`src/rtl/multiplier_seq_8bit_if.sv`:
```
// ---------------------------------------------------------------------------
// multiplier_seq_8bit_if
//   Handshake/operand bundle for the sequential multiply-accumulate unit.
//   master : requester (drives start/Q/B/R, observes results)
//   slave  : multiplier core (observes request, drives results/status)
//
//   start  request, sampled only while the core is idle
//   Q      multiplier (quotient)
//   B      multiplicand (divisor)
//   R      addend (remainder), zero-extended
//   P      result Q*B+R, held until the next completion
//   ovf    result does not fit in WIDTH bits
//   inv    operands are not a legal divide triple (B==0 or R>=B)
//   busy   high while the core is iterating
//   done   one-cycle completion pulse
// ---------------------------------------------------------------------------
interface multiplier_seq_8bit_if #(
    parameter int WIDTH = 8
);
    logic                   start;
    logic [WIDTH-1:0]       Q;
    logic [WIDTH-1:0]       B;
    logic [WIDTH-1:0]       R;
    logic [2*WIDTH-1:0]     P;
    logic                   ovf;
    logic                   inv;
    logic                   busy;
    logic                   done;

    modport master (
        output start, Q, B, R,
        input  P, ovf, inv, busy, done
    );

    modport slave (
        input  start, Q, B, R,
        output P, ovf, inv, busy, done
    );
endinterface

```
`src/rtl/multiplier_seq_8bit.sv`:
```
// ---------------------------------------------------------------------------
// multiplier_seq_8bit
//   Shift-add multiply-accumulate: P = Q*B + R. Rebuilds a dividend from a
//   quotient/divisor/remainder triple, so it doubles as the ALU multiply
//   (R=0) and as a consistency checker for divide results.
//
//   Ports
//     clk    system clock, all state on the rising edge
//     rst_n  asynchronous active-low reset
//     bus    multiplier_seq_8bit_if.slave (start/Q/B/R in, P/ovf/inv/busy/done out)
//
//   state  | meaning
//   -------+---------------------------------------------------------------
//   IDLE   | waiting for start; operands latched on the accepting edge
//   CALC   | WIDTH shift-add iterations, busy=1
//   DONE   | one-cycle done pulse; start is ignored here
// ---------------------------------------------------------------------------
module multiplier_seq_8bit #(
    parameter int WIDTH = 8
) (
    input  logic                  clk,
    input  logic                  rst_n,
    multiplier_seq_8bit_if.slave  bus
);

    localparam int PW = 2 * WIDTH;
    localparam int CW = (WIDTH > 1) ? $clog2(WIDTH) : 1;

    typedef enum logic [1:0] {
        S_IDLE = 2'd0,
        S_CALC = 2'd1,
        S_DONE = 2'd2
    } state_t;

    state_t             r_state;
    state_t             w_state_next;

    logic [PW-1:0]      r_acc;
    logic [PW-1:0]      r_mcand;
    logic [WIDTH-1:0]   r_mplier;
    logic [CW-1:0]      r_cnt;
    logic               r_inv_l;

    logic [PW-1:0]      r_p;
    logic               r_ovf;
    logic               r_inv;

    logic               w_load;
    logic               w_step;
    logic               w_last;
    logic               w_busy;
    logic               w_done;
    logic [PW-1:0]      w_acc_next;
    logic               w_inv_in;

    // Iteration counter runs down from WIDTH-1; the terminal count marks the
    // final shift-add so the result is captured on that same edge.
    assign w_last = (r_cnt == '0);

    // Accumulator cannot wrap: (2^W-1)^2 + (2^W-1) < 2^(2W).
    assign w_acc_next = r_mplier[0] ? (r_acc + r_mcand) : r_acc;

    assign w_inv_in = (bus.B == '0) || (bus.R >= bus.B);

    // -----------------------------------------------------------------------
    // State register
    // -----------------------------------------------------------------------
    always_ff @(posedge clk or negedge rst_n) begin
        if (!rst_n) begin
            r_state <= S_IDLE;
        end else begin
            r_state <= w_state_next;
        end
    end

    // -----------------------------------------------------------------------
    // Next-state and control decode
    // -----------------------------------------------------------------------
    always_comb begin
        w_state_next = r_state;
        w_load       = 1'b0;
        w_step       = 1'b0;
        w_busy       = 1'b0;
        w_done       = 1'b0;

        case (r_state)
            S_IDLE: begin
                if (bus.start) begin
                    w_load       = 1'b1;
                    w_state_next = S_CALC;
                end
            end
            S_CALC: begin
                w_busy = 1'b1;
                w_step = 1'b1;
                if (w_last) begin
                    w_state_next = S_DONE;
                end
            end
            S_DONE: begin
                w_done       = 1'b1;
                w_state_next = S_IDLE;
            end
            default: begin
                w_state_next = S_IDLE;
            end
        endcase
    end

    // -----------------------------------------------------------------------
    // Datapath: operand latch and shift-add iteration
    // -----------------------------------------------------------------------
    always_ff @(posedge clk or negedge rst_n) begin
        if (!rst_n) begin
            r_acc    <= '0;
            r_mcand  <= '0;
            r_mplier <= '0;
            r_cnt    <= '0;
            r_inv_l  <= 1'b0;
        end else if (w_load) begin
            r_acc    <= {{WIDTH{1'b0}}, bus.R};
            r_mcand  <= {{WIDTH{1'b0}}, bus.B};
            r_mplier <= bus.Q;
            r_cnt    <= CW'(WIDTH - 1);
            r_inv_l  <= w_inv_in;
        end else if (w_step) begin
            r_acc    <= w_acc_next;
            r_mcand  <= r_mcand << 1;
            r_mplier <= r_mplier >> 1;
            r_cnt    <= r_cnt - 1'b1;
        end
    end

    // -----------------------------------------------------------------------
    // Result registers: updated only when the last iteration completes, so
    // they hold the previous result throughout a new calculation.
    // -----------------------------------------------------------------------
    always_ff @(posedge clk or negedge rst_n) begin
        if (!rst_n) begin
            r_p   <= '0;
            r_ovf <= 1'b0;
            r_inv <= 1'b0;
        end else if (w_step && w_last) begin
            r_p   <= w_acc_next;
            r_ovf <= |w_acc_next[PW-1:WIDTH];
            r_inv <= r_inv_l;
        end
    end

    assign bus.P    = r_p;
    assign bus.ovf  = r_ovf;
    assign bus.inv  = r_inv;
    assign bus.busy = w_busy;
    assign bus.done = w_done;

endmodule
```
`src/flat_wrapper.sv`:
```
// flat-port wrapper written by rule: the top's interface ports become plain ports
module multiplier_seq_8bit_flat 
#(
    parameter int WIDTH = 8
)
  (clk, rst_n, bus_start, bus_Q, bus_B, bus_R, bus_P, bus_ovf, bus_inv, bus_busy, bus_done);
  multiplier_seq_8bit_if #(.WIDTH(WIDTH)) bus_i ();
  input  logic clk;
  input  logic rst_n;
  input wire logic [$bits(bus_i.start)-1:0] bus_start;
  input wire logic [$bits(bus_i.Q)-1:0] bus_Q;
  input wire logic [$bits(bus_i.B)-1:0] bus_B;
  input wire logic [$bits(bus_i.R)-1:0] bus_R;
  output wire logic [$bits(bus_i.P)-1:0] bus_P;
  output wire logic [$bits(bus_i.ovf)-1:0] bus_ovf;
  output wire logic [$bits(bus_i.inv)-1:0] bus_inv;
  output wire logic [$bits(bus_i.busy)-1:0] bus_busy;
  output wire logic [$bits(bus_i.done)-1:0] bus_done;
  assign bus_i.start = bus_start;
  assign bus_i.Q = bus_Q;
  assign bus_i.B = bus_B;
  assign bus_i.R = bus_R;
  assign bus_P = bus_i.P;
  assign bus_ovf = bus_i.ovf;
  assign bus_inv = bus_i.inv;
  assign bus_busy = bus_i.busy;
  assign bus_done = bus_i.done;
  multiplier_seq_8bit #(.WIDTH(WIDTH)) u_core (.clk(clk), .rst_n(rst_n), .bus(bus_i));
endmodule
```
`config.mk`:
```
export PLATFORM = sky130hd
export DESIGN_NAME = multiplier_seq_8bit_flat
export DESIGN_NICKNAME = d
export VERILOG_FILES = /design/src/rtl/multiplier_seq_8bit_if.sv /design/src/rtl/multiplier_seq_8bit.sv /design/src/flat_wrapper.sv
export SDC_FILE = /design/constraint.sdc
export NUM_CORES = 1
export LEC_CHECK = 0
export CORE_UTILIZATION = 50
export CTS_CLUSTER_SIZE = 12
export DETAILED_ROUTE_END_ITERATION = 8
export PLACE_DENSITY = 0.76
export RECOVER_POWER = 25
export SETUP_SLACK_MARGIN = 0.2
export SLEW_MARGIN = 10
export SYNTH_ARGS = -nofsm -noshare
export SYNTH_HDL_FRONTEND = slang
export SYNTH_SLANG_ARGS = --single-unit
```
`constraint.sdc`:
```
create_clock -name clk -period 2.42 [get_ports clk]
set_clock_uncertainty 0.1 [all_clocks]
set_input_delay 0.363 -clock clk [delete_from_list [all_inputs] [get_ports clk]]
set_output_delay 0.363 -clock clk [all_outputs]
set_load 0.01 [all_outputs]
```
==> results of run 1 <==
-- routing by layer --
metal,GRT usage (%),up-vias,share of wire [%]
li1,-,1639,-
met1,33.9,1684,40
met2,47.2,132,51
met3,5.47,31,5.0
met4,14.2,0,3.5
met5,0,-,0
-- final timing paths --
| path | startpoint | endpoint | slack [ns] |
|---|---|---|---|
| setup / recovery | u_core.r_mcand[0]$_DFFE_PN0P_ | u_core.bus.ovf$_DFFE_PN0P_ | -0.24 |
| max in group asynchronous | rst_n | u_core.r_acc[1]$_DFFE_PN0P_ | 0.40 |
| hold reg to reg | u_core.r_cnt[0]$_DFFE_PN0P_ | u_core.r_cnt[0]$_DFFE_PN0P_ | 0.37 |
| min in group asynchronous | rst_n | u_core.r_acc[15]$_DFFE_PN0P_ | 0.63 |
| setup reg to reg | u_core.r_mcand[0]$_DFFE_PN0P_ | u_core.bus.ovf$_DFFE_PN0P_ | -0.24 |
| hold / removal | u_core.r_cnt[0]$_DFFE_PN0P_ | u_core.r_cnt[0]$_DFFE_PN0P_ | 0.37 |
-- synth_stat cells, drive strengths merged --
library cell and count:
a21oi 35, clkbuf 17, a211o 1, ha 25
a221o 1, nand2 55, nand4 1, o22ai 3
or3 3, nand3 13, a211oi 3, xor2 4
nor2b 5, dfrtp 64, nor4 4, buf 3
a222oi 3, a31oi 4, nor2 34, fa 1
o2111a 1, and2 2, o41ai 1, a22oi 18
xnor2 6, o31a 1, o21bai 2, a21o 5
mux2i 13, or4 1, o21a 2, mux2 2
o21ai 33, o31ai 3, nand2b 6, o22a 1
and3 1, nor3 5, inv 19
-- repair_timing --
action                                  in CTS  in global routing
buffers inserted                             5                  6
pin swaps                                   23                 12
endpoints found under the setup margin      19                 25
hold buffers                                 1                  0
endpoints found under the hold margin       17                  0
gates resized for setup                     29                 27
-- final cells by class --
class,count,area (um2)
Multi-Input combinational cell,298,2200
Inverter,19,71.3
Sequential cell,64,1600
Fill cell,474,1750
Timing Repair Buffer,116,981
Tap cell,96,120
Clock buffer,12,155
Clock inverter,3,65.1
-- metrics by stage --
stage	hold slack, ns	setup WS [ns]
after detailed placement	0.238	-0.162
after global routing	0.397	-0.279
after CTS	0.379	-0.122
final	0.368	-0.243
after global placement	0.225	-0.118
after floorplan	-0.0326	-0.0712
-- flip-flops by register name, indices dropped and copies added, names as in the netlist --
| signal | count |
|---|---|
| u_core.r_mcand | 16 |
| u_core.r_mplier | 8 |
| u_core.bus.inv | 1 |
| u_core.r_acc | 16 |
| u_core.r_cnt | 3 |
| u_core.r_inv_l | 1 |
| u_core.r_state | 2 |
| u_core.bus.ovf | 1 |
| u_core.bus.P | 16 |
-- logic make-up after synthesis --
| logic type | share of synthesized area, % |
|---|---|
| simple gates | 15.5 |
| compound gates | 20.6 |
| flops | 43.7 |
| buf+inv | 4.09 |
| fa+ha+maj | 9.08 |
| mux | 4.61 |
| xor+xnor | 2.39 |
-- report_power, final --
part / internal [mW] / switching (mW) / total, mW
Sequential: 1.57 / 0.423 / 2.00
Clock: 0.629 / 0.398 / 1.03
Combinational: 2.60 / 2.68 / 5.27
-- cells in the final DEF (no fill, tap or decap), types with 4 or more instances in the layout --
master and instances:
sky130_fd_sc_hd__a21o_1 5, sky130_fd_sc_hd__a21oi_1 28, sky130_fd_sc_hd__a21oi_2 5, sky130_fd_sc_hd__a22oi_1 18
sky130_fd_sc_hd__buf_4 60, sky130_fd_sc_hd__buf_6 4, sky130_fd_sc_hd__clkbuf_1 5, sky130_fd_sc_hd__clkbuf_8 11
sky130_fd_sc_hd__clkdlybuf4s50_1 45, sky130_fd_sc_hd__dfrtp_1 62, sky130_fd_sc_hd__ha_1 18, sky130_fd_sc_hd__ha_4 6
sky130_fd_sc_hd__inv_1 19, sky130_fd_sc_hd__mux2i_1 8, sky130_fd_sc_hd__mux2i_4 4, sky130_fd_sc_hd__nand2_1 55
sky130_fd_sc_hd__nand3_1 13, sky130_fd_sc_hd__nor2_1 32, sky130_fd_sc_hd__nor2b_1 5, sky130_fd_sc_hd__nor3_1 4
sky130_fd_sc_hd__nor4_1 4, sky130_fd_sc_hd__o21ai_0 21, sky130_fd_sc_hd__o21ai_1 9, sky130_fd_sc_hd__xnor2_1 4
-- worst max-delay path, stage by stage, from the launching register on --
cell and delay, ns:
sky130_fd_sc_hd__dfrtp_1 0.39, sky130_fd_sc_hd__ha_2 0.20, sky130_fd_sc_hd__fa_2 0.37, sky130_fd_sc_hd__a21oi_4 0.16, sky130_fd_sc_hd__o22ai_2 0.10, sky130_fd_sc_hd__or4_1 0.44, sky130_fd_sc_hd__a31oi_1 0.20, sky130_fd_sc_hd__xnor2_1 0.14
sky130_fd_sc_hd__mux2i_4 0.17, sky130_fd_sc_hd__o2111a_1 0.21, sky130_fd_sc_hd__a31oi_1 0.08
==> impl.org, run 1 <==
** Outcome
- The checks that failed: setup timing.
- Result of the run :: finished, violations left

** Detailed routing
- The count of nets left with antenna violations once routing finished came out at 0.
- DRT Pass-1 Iters :: 5
- The final layout contains routed wiring with a total length of between 10 and 15 mm.
- Remaining routing DRC violations :: 0
- The detailed router finished its first iteration with 240 violations.
- Via density :: around 5.7
- Summing over every cut layer, the via total after detailed routing is ~3.5k.
- WL per Instance :: around 17 um

** Logic synthesis
- During synthesis, Yosys emitted a total of 0 warnings.
- The biggest area contributor in the post-synthesis netlist is sky130_fd_sc_hd__dfrtp_1.
- Fraction of the yosys area taken by sequential cells :: between 40% and 50%
- After synthesis, the largest area contributor takes up a little over two fifths of total cell area.
- The cell area that synthesis handed to floorplanning was ~3700 um2.
- After technology mapping, the gate count stands at ~400.
- Number of distinct standard cells referenced by the synthesized netlist :: between 40 and 50
- Synthesis inferred 64 register bits.
- Mean instance size in the synthesized netlist :: just over 9 um2
- In the post-synthesis netlist, the biggest area contributors are sky130_fd_sc_hd__dfrtp_1 44%, sky130_fd_sc_hd__ha_1 8.5%, sky130_fd_sc_hd__nand2_1 5.6%.
- Post-Synthesis Net Count :: about 450

** Die
- Die Footprint :: roughly 7700 um2
- Die Width :: 87.6 um
- After floorplanning, the core was divided into 30 placement rows.
- Starting density of the core :: 52.8%
- # IOs :: 47
- The die is about 90 um tall.
- Area of the placeable core :: 6940 um2

** Placed design
- Number of instances in the placed design :: 581
- The placed instances occupy a cell area of about 4600 um2.
- After legalization and detailed placement, the total HPWL measured slightly above 7 mm.
- Input/output buffers :: between 40 and 50
- The congestion estimate from routability-driven global placement came to 0.901.

** Timing
- Min Tclk post-route :: approximately 2.7 ns
- Final setup slack of the worst path :: -0.243 ns
- Worst Max-Slew Pin Slew :: roughly 1.1 ns
- Portion of the clock cycle consumed by the worst path in the final layout :: 110%
- Measured against its own limit, the worst slew margin works out to between 20% and 30%.
- Setup TNS Final :: -1.60 ns
- FMAX :: 375 MHz
- Setup violations remaining at the end of the flow were counted as 17.
- Max Transition Viols Final :: 0
- Number of hold violations in the final report :: 0
- RSZ-0062 raised after global routing :: yes

** Setup path
- Along the worst path, the maximum fanout reaches 2.
- For the worst setup path, the data required time is approximately 2.5 ns.
- The worst setup path is launched from a flop.
- CP Data Arrival Time :: about 2.8 ns
- STA classifies the critical path endpoint as a flop.
- Depth of the worst register-to-register path :: 10
- Startpoint-to-endpoint class of the critical path :: reg2reg

** Clock network
- Clock latency on the worst-skew pair, taken at its later pin, is approximately 0.34 ns.
- In this run the deepest clock path goes through 2 buffers.
- Num Clock Sinks :: 64
- After clock tree synthesis, the clock-pin slew on the worst setup and hold paths is around 0.070 ns.
- The H-tree generated during clock tree synthesis spans 3 levels.
- Clock tree synthesis selected as its root buffer the cell sky130_fd_sc_hd__clkbuf_8.
- TritonCTS built the clock tree.
- Clock tree synthesis inserted a total of 9 buffers.

** Finish
- The repair_antennas step left the layout with diodes totalling 0.
- Design Area, Final :: a little over 5000 um2
- Area Overhead vs Synth :: 41.6%
- At the end of the flow, the number of nets in the layout was 561.
- Non-filler instance count after layout :: around 600
- Post-Route Utilization :: 74.8%
- Fraction of layout cells with a size suffix above 1 :: 24.8%

** Power and ir drop
- Power after layout :: about 8.3 mW
- Dividing total power by cell area gives a power density of about 1600 nW/um2.
- Total leakage power :: between 2 and 2.5 nW
- The worst-case IR drop observed on VDD is approximately 0.67 mV.

** Global route
- Entering global routing, the biggest net connects 31 pins.
- Global routing used 27.9% of the available tracks across all layers.
- The first global-routing pass estimated 16.0 mm of wire.
- The number of antenna violations at the first check in global routing came to 0.
- Vias in the first global route :: 3279
- Summed over all layers, the global routing overflow is 0.

** Hold path
- Along the worst hold path, the cell count comes to 1.
- The min-delay analysis places its worst path in the category reg2reg.

** Job
- The tool flagged a number of max-cap violations equal to 0.
Note: power is estimated with default switching activity, not from simulation.
==> run 2: changes to the inputs <==
CTS_BUF_LIST = sky130_fd_sc_hd__clkbuf_16   (was unset)
==> impl.org, run 2 (synthesis gave the netlist of run 1 again) <==
** Setup path
- Largest stage delay on the critical path :: between 0.4 and 0.5 ns
- Critical path cell sequence :: ha_2 > fa_2 > a21oi_4 > o22ai_2 > or4_1 > a31oi_1 > xnor2_1 > mux2i_4 > o2111a_1 > a31oi_1
- CP dominant cell by count :: sky130_fd_sc_hd__a31oi_1
- Startpoint-to-endpoint class of the critical path :: reg2reg
- Maximum net fanout on the critical path :: 2
- CP required :: between 2 and 3 ns
- STA classifies the critical path endpoint as a flop.
- For flop-to-flop paths, the worst setup slack is -0.20 ns.
- The number of buffers and inverters on the critical path is 0.
- STA classifies the critical path startpoint as a flop.
- Among all stages on the critical path, the largest delay is contributed by sky130_fd_sc_hd__or4_1.
- CP Data Arrival Time :: approximately 2.7 ns
- In this design, the largest share of critical-path delay is due to compound AO/OA/AOI/OAI gates.

** Global route
- Global routing finished with a remaining overflow of 0.
- Wire length of the first global-routing pass :: 16.4 mm
- The via count of the first global-routing pass was between 3k and 4k.
- The number of antenna violations at the first check in global routing came to 0.
- Overall Global Routing Usage :: between 20% and 30%
- Pin count of the biggest net entering global routing :: 31

** Timing
- The worst path uses 108% of the clock period.
- Rel. slew slack :: 25.3%
- Counting I/O delays and the setup requirement, the final critical path takes between 2 and 3 ns.
- Setup repair after global routing could not meet its margin everywhere.
- At the pin with the least slew margin, the transition time is between 1 and 1.5 ns.
- The tightest hold path in the finished design has a slack of around 0.38 ns.
- Setup violations remaining at the end of the flow were counted as 8.
- Derived from the worst setup path, the maximum achievable clock frequency is approximately 380 MHz.
- Final setup slack of the worst path :: -0.202 ns
- For the final routed database, the setup TNS stands at -0.814 ns.
- The number of slew-limit violations in the final report is 0.
- Number of hold violations in the final report :: 0

** Finish
- Ant. Diodes :: 0
- Final #Nets :: 558
- The finished layout holds around 610 standard cells, fillers aside.
- The finished cells cover approximately 5200 um2.
- Area Overhead vs Synth :: 42.0%
- Post-Route Utilization :: about three quarters
- Most common library cell in the layout ignoring fill and taps :: sky130_fd_sc_hd__dfrtp_1
- Summing all flip-flop and latch instances after layout gives 1600 um2.
- Filler cell count in the final layout :: approximately 470
- In the layout the commonest cells are 62 x sky130_fd_sc_hd__dfrtp_1, 60 x sky130_fd_sc_hd__buf_4, 55 x sky130_fd_sc_hd__nand2_1, 45 x sky130_fd_sc_hd__clkdlybuf4s50_1, 31 x sky130_fd_sc_hd__nor2_1.
- Cells with a size suffix above 1 make up a little under a quarter of the layout.
- Area of the multi-input gates :: around 2200 um2

** Detailed routing
- DRT Pass-1 Iters :: 7
- Remaining routing DRC violations :: 0
- For this block, the initial DRC count from the detailed router was 220.
- Total Routed Length :: ~10 mm
- Once detail routing completed, the nets flagged for antenna violations numbered 0.
- For this block, the via count after detailed routing is roughly 3.5k.
- Via density :: a little under 6
- In the final routed layout, each cell accounts on average for around 17 um.

** Die
- For this configuration, the core starts out at a cell density of between 50% and 60%.
- Vertical die dimension :: between 80 and 90 um
- Area of the placeable core :: about 7000 um2
- The die is ~88 um wide.
- # IOs :: 47
- Row generation in the floorplan step produced 30 rows.
- Die Footprint :: between 7000 and 8000 um2

** Clock network
- Cell at the root of the clock tree :: sky130_fd_sc_hd__clkbuf_16
- Clock insertion delay at the later pin of the skew report :: about 0.33 ns
- In this run the number of H-tree levels came out at 3.
- Clock buffer depth :: 2
- TritonCTS built the clock tree.
- After clock tree synthesis, the clock-pin slew on the worst setup and hold paths is roughly 0.05 ns.
- Number of clock buffers inserted by TritonCTS :: 9
- The clock net in this run drives a total of 64 sinks.

** Hold path
- The worst hold path belongs to the class reg2reg.

** Job
- Count of max-cap constraint violations :: 0

** Placed design
- Port buffering added 46 buffers.
- In this run the cell area measured after placement is 4610 um2.
- Placer Congestion :: 0.901
- OpenSTA, run right after detailed placement, puts the worst setup slack at -0.162 ns.
- Post-DP HPWL :: 7.13 mm
- Number of instances in the placed design :: 581

** Outcome
- Violated checks :: setup timing
- Result of the run :: finished, violations left

** Power and ir drop
- Maximum vdd drop :: slightly below 0.7 mV
- Power spread over the standard cell area amounts to 1620 nW/um2.
- The design draws around 8.4 mW.
- Total leakage power :: 2.38 nW
run 2: cell type report:
cell class | instances | area share [%]
tap | 96 | 2.31
sequential | 64 | 30.8
multi-input combinational | 298 | 41.4
clock inverter | 6 | 1.47
inverter | 19 | 1.37
clock buffer | 9 | 4.33
timing repair buffer | 113 | 18.3
run 2: final timing paths:
path / start / endpoint / depth (start not counted)
worst min-delay path: u_core.r_mplier[4]$_DFFE_PN0P_ / u_core.r_mplier[4]$_DFFE_PN0P_ / 2
max in group asynchronous: rst_n / u_core.r_acc[1]$_DFFE_PN0P_ / 3
worst min register to register: u_core.r_mplier[4]$_DFFE_PN0P_ / u_core.r_mplier[4]$_DFFE_PN0P_ / 2
worst max-delay path: u_core.r_mcand[0]$_DFFE_PN0P_ / u_core.bus.ovf$_DFFE_PN0P_ / 10
worst max register to register: u_core.r_mcand[0]$_DFFE_PN0P_ / u_core.bus.ovf$_DFFE_PN0P_ / 10
min in group asynchronous: rst_n / u_core.r_acc[15]$_DFFE_PN0P_ / 2
run 2: repair_timing:
action                                  in CTS  in global routing
endpoints found under the setup margin      19                 23
setup buffers                                3                  5
hold buffers                                 1                  0
endpoints found under the hold margin       17                  0
pin swaps                                   23                 16
gates resized for setup                     25                 25
run 2: layer usage:
metal / track usage (%) / vias up / part of all wire [%]
met5: 0 / - / 0
met3: 5.56 / 39 / 5.0
met1: 34.2 / 1689 / 40
li1: - / 1634 / -
met2: 49.5 / 138 / 51
met4: 15.8 / 0 / 4.0
run 2: worst register-to-register path, cell delays in order, from the launching register on:
cell                       delay [ns]
sky130_fd_sc_hd__dfrtp_1         0.38
sky130_fd_sc_hd__ha_2            0.20
sky130_fd_sc_hd__fa_2            0.38
sky130_fd_sc_hd__a21oi_4         0.15
sky130_fd_sc_hd__o22ai_2         0.08
sky130_fd_sc_hd__or4_1           0.41
sky130_fd_sc_hd__a31oi_1         0.20
sky130_fd_sc_hd__xnor2_1         0.13
sky130_fd_sc_hd__mux2i_4         0.17
sky130_fd_sc_hd__o2111a_1        0.21
sky130_fd_sc_hd__a31oi_1         0.08
run 2: report_power, final:
part,total (mW),switching [mW],internal (mW)
Clock,1.33,0.450,0.882
Combinational,5.12,2.63,2.49
Sequential,1.99,0.416,1.58
